`config.mk`:
```
export PLATFORM = sky130hd
export DESIGN_NAME = game_state_ctrl
export DESIGN_NICKNAME = d
export VERILOG_FILES = /design/src/rtl/game_pkg.sv /design/src/rtl/game_state_ctrl_sec_tick_gen.sv /design/src/rtl/game_state_ctrl.sv
export SDC_FILE = /design/constraint.sdc
export NUM_CORES = 1
export LEC_CHECK = 0
export BUFFER_PORTS_ARGS = -buffer_cell sky130_fd_sc_hd__clkbuf_2
export CAP_MARGIN = 20
export CORE_MARGIN = 5
export CORE_UTILIZATION = 50
export DETAILED_ROUTE_END_ITERATION = 10
export PLACE_DENSITY_LB_ADDON = 0.05
export SETUP_SLACK_MARGIN = 0.3
export SLEW_MARGIN = 20
export SYNTH_ARGS = -nofsm -noshare
export SYNTH_HDL_FRONTEND = slang
export SYNTH_SLANG_ARGS = --single-unit
```
`constraint.sdc`:
```
create_clock -name clk -period 4 [get_ports clk]
set_input_delay 0.4 -clock clk [delete_from_list [all_inputs] [get_ports clk]]
set_output_delay 0.4 -clock clk [all_outputs]
set_load 0.02 [all_outputs]
```
`src/rtl/game_pkg.sv`:
```
// Shared game definitions: state encodings (shared with the game timer) and the round length table.
package game_pkg;

    localparam int unsigned STATE_W = 2;
    localparam int unsigned TIME_W  = 8;
    localparam int unsigned CD_W    = 4;
    localparam int unsigned ROUND_W = 8;

    typedef enum logic [STATE_W-1:0] {
        ST_MENU  = 2'b00,
        ST_READY = 2'b01,
        ST_GAME  = 2'b10,
        ST_SCORE = 2'b11
    } game_state_e;

    // Round length in seconds for each time_sel code.
    function automatic logic [TIME_W-1:0] round_len(input logic [1:0] sel);
        logic [TIME_W-1:0] len;
        case (sel)
            2'd0:    len = 8'd30;
            2'd1:    len = 8'd60;
            2'd2:    len = 8'd90;
            default: len = 8'd120;
        endcase
        return len;
    endfunction

endpackage

```
`src/rtl/game_state_ctrl_sec_tick_gen.sv`:
```
// One-second prescaler: counts 0..CLK_HZ-1, tick is high on the last count; clr restarts the second.
module sec_tick_gen #(
    parameter int unsigned CLK_HZ = 100_000_000
) (
    input  logic clk,
    input  logic rst,
    input  logic clr,
    output logic tick
);

    localparam int unsigned CNT_W = (CLK_HZ > 1) ? $clog2(CLK_HZ) : 1;
    localparam logic [CNT_W-1:0] CNT_MAX = CNT_W'(CLK_HZ - 1);

    logic [CNT_W-1:0] r_cnt;

    assign tick = (r_cnt == CNT_MAX);

    always_ff @(posedge clk or negedge rst) begin
        if (!rst) begin
            r_cnt <= '0;
        end else if (clr || tick) begin
            r_cnt <= '0;
        end else begin
            r_cnt <= r_cnt + CNT_W'(1);
        end
    end

endmodule

```
`src/rtl/game_state_ctrl.sv`:
```
// Game sequencer MENU -> READY -> GAME -> SCORE -> MENU with internal second tick.
// Optional abort button enabled by defining GAME_CTRL_ABORT_EN.
module game_state_ctrl
    import game_pkg::*;
#(
    parameter int unsigned CLK_HZ  = 100_000_000,
    parameter int unsigned READY_S = 3,
    parameter int unsigned SCORE_S = 10
) (
    input  logic               clk,
    input  logic               rst,
    input  logic               start_btn,
    input  logic [1:0]         time_sel,
    input  logic               end_of_time,
`ifdef GAME_CTRL_ABORT_EN
    input  logic               abort_btn,
`endif
    output logic [STATE_W-1:0] state_out,
    output logic [TIME_W-1:0]  time_out,
    output logic [CD_W-1:0]    countdown,
    output logic               game_start,
    output logic [ROUND_W-1:0] round_cnt
);

    game_state_e  r_state;
    logic         r_start_q;
    logic [7:0]   r_hold;

    logic w_start_rise;
    logic w_tick;
    logic w_abort;
    logic w_go_ready;
    logic w_go_game;
    logic w_go_score;
    logic w_go_menu;
    logic w_clr;

    assign state_out    = r_state;
    assign w_start_rise = start_btn & ~r_start_q;

`ifdef GAME_CTRL_ABORT_EN
    logic r_abort_q;

    always_ff @(posedge clk or negedge rst) begin
        if (!rst) begin
            r_abort_q <= 1'b1;
        end else begin
            r_abort_q <= abort_btn;
        end
    end

    assign w_abort = abort_btn & ~r_abort_q & ((r_state == ST_READY) || (r_state == ST_GAME));
`else
    assign w_abort = 1'b0;
`endif

    assign w_go_ready = (r_state == ST_MENU)  && w_start_rise;
    assign w_go_game  = (r_state == ST_READY) && w_tick && (countdown == 4'd1);
    assign w_go_score = (r_state == ST_GAME)  && end_of_time;
    assign w_go_menu  = (r_state == ST_SCORE) && (w_start_rise || (w_tick && (r_hold == 8'd1)));
    // Restart the second on every state entry so each phase lasts whole seconds.
    assign w_clr      = w_go_ready | w_go_game | w_go_score | w_go_menu | w_abort;

    sec_tick_gen #(
        .CLK_HZ(CLK_HZ)
    ) u_sec_tick_gen (
        .clk  (clk),
        .rst  (rst),
        .clr  (w_clr),
        .tick (w_tick)
    );

    // Start edge register resets high so a button held through reset gives no edge.
    always_ff @(posedge clk or negedge rst) begin
        if (!rst) begin
            r_start_q <= 1'b1;
        end else begin
            r_start_q <= start_btn;
        end
    end

    always_ff @(posedge clk or negedge rst) begin
        if (!rst) begin
            r_state    <= ST_MENU;
            time_out   <= 8'd30;
            countdown  <= '0;
            game_start <= 1'b0;
            round_cnt  <= '0;
            r_hold     <= '0;
        end else begin
            game_start <= 1'b0;
            if (w_abort) begin
                r_state   <= ST_MENU;
                countdown <= '0;
            end else begin
                case (r_state)
                    ST_MENU: begin
                        if (w_go_ready) begin
                            r_state   <= ST_READY;
                            time_out  <= round_len(time_sel);
                            countdown <= CD_W'(READY_S);
                        end
                    end
                    ST_READY: begin
                        if (w_tick) begin
                            countdown <= countdown - CD_W'(1);
                        end
                        if (w_go_game) begin
                            r_state    <= ST_GAME;
                            game_start <= 1'b1;
                        end
                    end
                    ST_GAME: begin
                        if (w_go_score) begin
                            r_state <= ST_SCORE;
                            r_hold  <= 8'(SCORE_S);
                            if (round_cnt != 8'hFF) begin
                                round_cnt <= round_cnt + ROUND_W'(1);
                            end
                        end
                    end
                    default: begin
                        if (w_go_menu) begin
                            r_state <= ST_MENU;
                        end else if (w_tick) begin
                            r_hold <= r_hold - 8'd1;
                        end
                    end
                endcase
            end
        end
    end

endmodule
```
Word-level counts from Yosys, hierarchy flattened
Index checks and enable logic that the tools add are counted.
{"block": "totals", "register_bits": 59, "inputBits": 6, "output_inout_bits": 23, "word_cells": 67}
{"block": "classes", "n_addsub": 4, "n_eq_ne": 14, "muxes": 16, "n_bitwise": 6, "n_reduce_logical": 19}
{"op": "$add 27x1->27 const B", "count": 1}
{"op": "$eq 27x27->1 const B", "count": 1}
{"op": "$mux 27", "count": 1}
{"op": "$mux 8", "count": 3}
{"op": "$pmux 7 s3", "count": 1}
{"op": "$pmux 8 s2", "count": 1}
{"op": "$add 8x1->8 const B", "count": 1}
{"op": "$eq 8x1->1 const B", "count": 1}
{"op": "$mux 2", "count": 4}
{"op": "$mux 4", "count": 2}
{"op": "$ne 8x8->1 const B", "count": 1}
{"op": "$pmux 4 s2", "count": 1}
{"op": "$reduce_and 4->1", "count": 2}
{"op": "$sub 8x1->8 const B", "count": 1}
{"op": "$eq 2x2->1 const B", "count": 3}
{"op": "$logic_and 1x1->1", "count": 6}
{"op": "$ne 2x2->1 const B", "count": 3}
{"op": "$pmux 2 s3", "count": 1}
{"op": "$reduce_and 3->1", "count": 2}
{"op": "$eq 2x1->1 const B", "count": 2}
{"op": "$eq 4x1->1 const B", "count": 1}
{"op": "$logic_not 2->1", "count": 2}
{"op": "$ne 2x1->1 const B", "count": 2}
{"op": "$reduce_bool 2->1", "count": 2}
{"op": "9 further kinds", "count": 14}

Logic depth before layout (Yosys ltp)
Gate-level depths: netlist (run 1).
{"block": "logic_depth", "ltp_word": 8, "mapped_depth": 8, "ltp_nobuf": 7}

Cells and area by module
From an unflattened synthesis (run 1), not the netlist that was laid out.
{"block": "hier_totals", "hier_cells": 329, "area_unflattened_um2": 3121.7}
{"module": "game_state_ctrl", "instances": 1, "cells_each": 178, "area_each_um2": 1704.1, "seq_area_each_um2": 704.4}
{"module": "sec_tick_gen", "instances": 1, "cells_each": 151, "area_each_um2": 1417.6, "seq_area_each_um2": 675.6}

Worst setup path before layout (run 1)
No wires, ideal clock.
{"block": "synth_path", "kind": "register -> register", "startpoint": "register u_sec_tick_gen.r_cnt[0]", "endpoint": "register r_hold[0]", "setup_ps": 125, "arrival_time_ps": 2065, "required_time_ps": 3875, "setup_slack_ps": 1810, "stages_incl_launch_ff": 8, "n_path_buf": 1, "period_less_slack_ps": 2190, "path_cell_list": "dfrtp_1 ha_1 and3_1 clkbuf_1 nand4_4 a2111o_1 a21oi_4 mux2_2"}
{"block": "synth_between", "elab_chain_cells": 6, "word_cells_on_any_way": 7, "classes_between": "eq/ne (2); reduce/logical (5)"}
{"item": "from (decl)", "line": "game_state_ctrl_sec_tick_gen.sv:14", "rtl": "logic [CNT_W-1:0] r_cnt;"}
{"item": "from (signal assigned)", "line": "game_state_ctrl_sec_tick_gen.sv:24", "rtl": "r_cnt <= r_cnt + CNT_W'(1);"}
{"item": "$eq 27x27->1 *", "line": "game_state_ctrl_sec_tick_gen.sv:16", "rtl": "assign tick = (r_cnt == CNT_MAX);"}
{"item": "$logic_and 1x1->1", "line": "game_state_ctrl.sv:60", "rtl": "assign w_go_menu = (r_state == ST_SCORE) && (w_start_rise || (w_tick && (r_hold == 8'd1)));"}
{"item": "$logic_or 1x1->1", "line": "game_state_ctrl.sv:60"}
{"item": "$logic_and 1x1->1", "line": "game_state_ctrl.sv:60"}
{"item": "$ne 2x1->1 (no source line)"}
{"item": "$reduce_and 4->1 (no source line) *"}
{"item": "to (signal assigned)", "line": "game_state_ctrl.sv:116", "rtl": "r_hold <= 8'(SCORE_S);"}
{"item": "to (signal assigned)", "line": "game_state_ctrl.sv:126", "rtl": "r_hold <= r_hold - 8'd1;"}
{"item": "to (decl)", "line": "game_state_ctrl.sv:27", "rtl": "logic [7:0] r_hold;"}
Mark *: on every way between the ends. The rest lies on a longest branch, timed or not.
A chain may end at the register's enable or synchronous reset.

Final worst setup path (run 1)
{"block": "layout_path", "startpoint": "register u_sec_tick_gen.r_cnt[11]", "endpoint": "register r_hold[0]"}
The elaborated chain is that of the path after synthesis.

==> results.sh, run 1 <==
export IMPL_cts_tree="yes"
export IMPL_irDropWorstVdd_mv=0.3475
export IMPL_avgRoutedWirePerCell_um=14.98
export IMPL_die_h_um=88.88
export IMPL_p_leak_nw=1.521
export IMPL_worst_clock_skew_ps=8.896
export IMPL_crit_chain="nor4_4 > nand4_4 > a2111o_1 > a21oi_4 > mux2_2"
export IMPL_clk_latency_ps=310
export IMPL_grt_pass1_vias=2302
export IMPL_design_die_area_sq_um=7899
export IMPL_crit_type="flop to flop"
export IMPL_timing_rr_start="u_sec_tick_gen.r_cnt[11]"
export IMPL_synthFlopType="dfrtp_1"
export IMPL_drtPass1Iterations=4
export IMPL_placedCellCount=403
export IMPL_ys_seq_area_share_pct=44.37
export IMPL_drt_wl_total_um=6156
export IMPL_fin_crit_sh_pct=58.43
export IMPL_synthTopCellsByArea="dfrtp_1, xor2_1, nor2_1"
export IMPL_drive_gt1_share_pct=18.45
export IMPL_powerDensity_nw_per_um2=549.3
export IMPL_worst_r2r_endpoint="r_hold[0]"
export IMPL_vias=2307
export IMPL_cts_htree_levels=2
export IMPL_drc=0
export IMPL_setup_tns_ps=0
export IMPL_finalNonFillerCells=411
export IMPL_syn_to_final_growth_pct=9.171
export IMPL_synthTopCellsByCount="dfrtp_1, nor2_1, xor2_1"
export IMPL_yosysTopAreaCell="dfrtp_1"
export IMPL_yosys_warnings=0
export IMPL_maxCapViolCount=0
export IMPL_synth_edf_count=0
export IMPL_rows=28
export IMPL_ys_async_sr_fraction_pct=100.0
export IMPL_critPathBufInv=0
export IMPL_num_antenna_cells=0
export IMPL_antenna_found_initial=0
export IMPL_core_region_area_sq_um=5991
export IMPL_ys_types=55
export IMPL_reg2reg_slack_ps=1660
export IMPL_min_path_type="primary input to async pin"
export IMPL_max_slew_margin_pct=44.60
export IMPL_crit_family="compound AO/OA/AOI/OAI gates"
export IMPL_chipWidth_um=88.88
export IMPL_rsz0062_at_grt="no"
export IMPL_io_pin_count=29
export IMPL_grt_pass1_wl_um=10900
export IMPL_initial_utilization_pct=51.92
export IMPL_synth_area_per_cell_sq_um=9.906
export IMPL_cp_max_fo=10
export IMPL_clk_pin_slew_ps=100
export IMPL_synth_most_common_cell="dfrtp_1"
export IMPL_clk_path_buf_depth=2
export IMPL_via_per_inst=5.613
export IMPL_grt_usage_pct=17.49
export IMPL_cp_start_kind="flop"
export IMPL_finalPower_mw=1.865
export IMPL_cp_arrival_ps=2530
export IMPL_ff2ff_path_depth=5
export IMPL_cts_resized=0
export IMPL_dp_hpwl_um=4394
export IMPL_fmax_mhz=427.9
export IMPL_finalWorstSetupSlack_ps=1663
export IMPL_grt_overflow=0
export IMPL_postCtsSetupBuffers=0
export IMPL_worst_pin_slew_ps=827.9
export IMPL_cp_slowest_cell="a2111o_1"
export IMPL_hold_viol=0
export IMPL_gp_congestion=0.7850
export IMPL_holdBufCountCts=0
export IMPL_synth_top_area_share_pct=41.83
export IMPL_cts_sinks=55
export IMPL_end_kind="flop"
export IMPL_grt_max_degree=37
export IMPL_synth_area_sq_um=3110
export IMPL_slew_violations=0
export IMPL_pre_cts_slack_ps=1680
export IMPL_fin_crit_ps=2337
export IMPL_final_setup_viol_count=0
export IMPL_syn_inst=314
export IMPL_placed_area_sq_um=3278
export IMPL_io_buffers=24
export IMPL_finalNetCount=351
export IMPL_status="completed"
export IMPL_clockRootBuffer="clkbuf_8"
export IMPL_synth_seq_cells=55
export IMPL_crit_required_ps=4200
export IMPL_cts_made_buffers=5
export IMPL_finish_instance_area_sq_um=3396
export IMPL_cp_slowest_stage_delay_ps=550
export IMPL_drt_iter0_drc=153
export IMPL_ant_nets=0
## per-layer routing
metal | GRT usage (%) | routed length (um) | part of all wire, %
met1 | 25.16 | 3061 | 50
met2 | 27.33 | 2827 | 46
met3 | 3.631 | 220 | 3.6
met4 | 3.709 | 46 | 0.75
met5 | 0 | 0 | 0
## kinds of logic (layout without fill, tap and decap cells)
| family | count (synthesis) | in the layout | share of synthesized area [%] |
|---|---|---|---|
| adders and majority gates | 10 | 10 | 4.023 |
| other | 2 | 4 | 0.2414 |
| muxes | 9 | 9 | 3.057 |
| buffers and inverters | 30 | 50 | 4.264 |
| and+or+nand+nor | 138 | 138 | 25.10 |
| AOI/OAI and AO/OA | 39 | 39 | 10.22 |
| DFF | 55 | 55 | 44.37 |
| xor gates and xnor gates | 31 | 31 | 8.729 |
## registers in the layout, indices dropped and copies added (netlist names)
register and flops:
countdown 4, game_start 1, r_hold 8, r_start_q 1, round_cnt 8, state_out 2
time_out 4, u_sec_tick_gen.r_cnt 27
## final cells by class
class / count / area (sq um)
Fill cell: 522 / 2595
Multi-Input combinational cell: 231 / 1605
Sequential cell: 55 / 1380
Timing Repair Buffer: 26 / 138.9
Tap cell: 75 / 93.84
Clock buffer: 6 / 82.58
Inverter: 16 / 60.06
Clock inverter: 2 / 35.03
## layout by cell type, fill, tap and decap left out, drive strengths merged, types with 3 or more instances in the layout
cell type  instances
nand2             17
xor2              22
nand4             16
a211oi             3
o21ai              7
mux2i              5
dfstp              3
or3                9
a21oi              7
dfrtp             52
nor3               7
conb               4
nand3             19
and2               5
o211ai             8
o31ai              3
nor2              38
mux2               4
inv               16
ha                10
xnor2              9
clkbuf            30
nor4               3
and3              11
## stage by stage
step / utilization, % / hold WS [ps]
2_1_floorplan: - / 104.4
3_3_place_gp: 54.53 / 408.7
3_5_place_dp: 54.72 / 419.0
4_1_cts: 56.68 / 74.93
5_1_grt: 56.68 / 81.18
6_report: 56.68 / 54.15
## worst max-delay path by stage
stage / to / startpoint / slack [ps] / cells after the start
floorplan: r_hold[0] / u_sec_tick_gen.r_cnt[0] / 1810 / 7
global placement: r_hold[0] / u_sec_tick_gen.r_cnt[11] / 1670 / 5
detailed placement: r_hold[0] / u_sec_tick_gen.r_cnt[11] / 1680 / 5
CTS: r_hold[0] / u_sec_tick_gen.r_cnt[11] / 1660 / 5
global route: round_cnt[5] / state_out[0] / 1490 / 7
finish: r_hold[0] / u_sec_tick_gen.r_cnt[11] / 1660 / 5
## where the power goes
part	switching [mW]	internal [mW]	leakage, nW
Clock	0.181	0.203	0.0612
Combinational	0.416	0.257	0.763
Sequential	0.128	0.680	0.697
No activity file was read; power rests on OpenSTA's default activity.
==> run 2, diff against run 1 <==
- clock period: 4 -> 1.97 ns (I/O delays scaled with it)
==> run 2 against run 1 <==
  * The flow now finishes with violations (setup timing)
  * Clock power rose by 58%
  * Register-to-register slack got worse by 1700 ps
  * Die area is the same
  * Maximum frequency up 14%
  * Critical endpoint is now state_out[1]
  * Global-route usage is 1.0 points higher
  * Clock-buffer cell count down 1
  * Non-clock buffer count is 47 higher
==> results.sh, run 2 (synthesized netlist as in run 1, its figures left out) <==
export IMPL_vias=2493
export IMPL_largest_reg_flops=27
export IMPL_reg2reg_slack_ps=-80
export IMPL_gp_congestion=0.8098
export IMPL_worst_pin_slew_ps=502.4
export IMPL_grt_pass1_vias=2489
export IMPL_drtPass1Iterations=4
export IMPL_end_kind="flop"
export IMPL_layout_cells_most_common="dfrtp_1"
export IMPL_reg_top3="u_sec_tick_gen.r_cnt x27, r_hold x8, round_cnt x8"
export IMPL_via_per_inst=5.443
export IMPL_ff2ff_path_depth=7
export IMPL_timing_rr_start="r_hold[1]"
export IMPL_irDropWorstVdd_mv=0.7527
export IMPL_final_setup_viol_count=4
export IMPL_rsz0062_at_grt="yes"
export IMPL_num_antenna_cells=0
export IMPL_finalNetCount=398
export IMPL_cts_htree_levels=2
export IMPL_design_die_area_sq_um=7899
export IMPL_whs_path_depth=2
export IMPL_cp_start_kind="flop"
export IMPL_crit_required_ps=2170
export IMPL_max_slew_margin_pct=66.20
export IMPL_fin_crit_sh_pct=104.3
export IMPL_io_buffers=24
export IMPL_drive_gt1_share_pct=33.94
export IMPL_clk_pin_slew_ps=100
export IMPL_min_path_type="primary input to flop"
export IMPL_pre_cts_slack_ps=-74.56
export IMPL_ant_nets=0
export IMPL_clk_path_buf_depth=2
export IMPL_powerDensity_nw_per_um2=1080
export IMPL_cts_made_buffers=5
export IMPL_fmax_mhz=486.6
export IMPL_grt_max_degree=55
export IMPL_maxCapViolCount=0
export IMPL_dp_hpwl_um=4465
export IMPL_rows=28
export IMPL_status="finished with violations"
export IMPL_worst_r2r_endpoint="state_out[1]"
export IMPL_initial_utilization_pct=51.92
export IMPL_regMostFlops="u_sec_tick_gen.r_cnt"
export IMPL_cts_sinks=55
export IMPL_drt_iter0_drc=116
export IMPL_whs_ps=55.95
export IMPL_finalWorstSetupSlack_ps=-84.91
export IMPL_crit_start="r_hold[1]"
export IMPL_antenna_found_initial=0
export IMPL_slew_violations=0
export IMPL_clockRootBuffer="clkbuf_8"
export IMPL_hold_viol=0
export IMPL_cp_arrival_ps=2250
export IMPL_avgRoutedWirePerCell_um=14.25
export IMPL_drt_wl_total_um=6527
export IMPL_p_leak_nw=1.800
export IMPL_crit_type="flop to flop"
export IMPL_holdCritStartpoint="time_sel[1]"
export IMPL_grt_overflow=0
export IMPL_grt_usage_pct=18.51
export IMPL_core_region_area_sq_um=5991
export IMPL_drc=0
export IMPL_worst_clock_skew_ps=5.476
export IMPL_finalPower_mw=4.254
export IMPL_io_pin_count=29
export IMPL_final_cell_mix="dfrtp_1, buf_4, nor2_1, clkbuf_2, xor2_1"
export IMPL_cts_tree="yes"
export IMPL_post_route_util_pct=65.77
export IMPL_syn_to_final_growth_pct=26.67
export IMPL_failed_checks="setup timing"
export IMPL_cp_max_fo=2
export IMPL_hold_path_end="time_out[2]"
export IMPL_chipWidth_um=88.88
export IMPL_die_h_um=88.88
export IMPL_clk_latency_ps=300
export IMPL_fin_crit_ps=2055
export IMPL_grt_pass1_wl_um=11490
## run 2: per-layer routing
layer	vias up	global-route usage, %	wire, um	part of all wire (%)
li1	1235	-	-	-
met1	1218	25.59	3178	49
met3	4	3.073	185	2.8
met4	0	4.533	44	0.67
met5	-	0	0	0
met2	36	30.36	3118	48
## run 2: critical path, stage by stage (launching register included)
cell	delay (ps)
dfrtp_1	400
inv_2	80
ha_4	120
or4b_4	450
or3_4	350
o31ai_2	250
nand3_1	100
a22o_1	190
## run 2: what timing repair did
action                                 CTS  global route
cloned                                   2             0
buffers inserted                         1             5
hold buffers                             2             0
setup endpoints to repair               45            47
endpoints found under the hold margin   53             0
gates resized for setup                 22             7
pin swaps                               11             5
## run 2: worst max-delay path by stage
stage | slack (ps) | end | cells after the start
finish | -80 | state_out[1] | 7
global route | -150 | r_hold[0] | 5
CTS | -60 | state_out[1] | 6
detailed placement | -70 | state_out[0] | 7
global placement | -30 | state_out[0] | 7
floorplan | -140 | r_hold[0] | 7
## run 2: power by group
part | switching (mW) | internal (mW)
registers | 0.218 | 1.38
clock network | 0.361 | 0.245
logic | 1.05 | 0.998
total | 1.63 | 2.63
## run 2: area by class of cell
cell class                      count  area, sq um
Timing Repair Buffer               73        574.3
Fill cell                         496         2051
Multi-Input combinational cell    231         1745
Sequential cell                    55         1383
Clock inverter                      3        15.01
Clock buffer                        5        68.82
Tap cell                           75        93.84
Inverter                           16        60.06
## run 2: through the flow
stage          instances  instance area, sq um  TNS (ps)
2_1_floorplan        316                  3163    -204.1
3_3_place_gp         440                  3600    -65.50
3_5_place_dp         440                  3600    -159.7
4_1_cts              453                  3882    -166.0
5_1_grt              458                  3940     -1027
6_report             458                  3940    -197.8
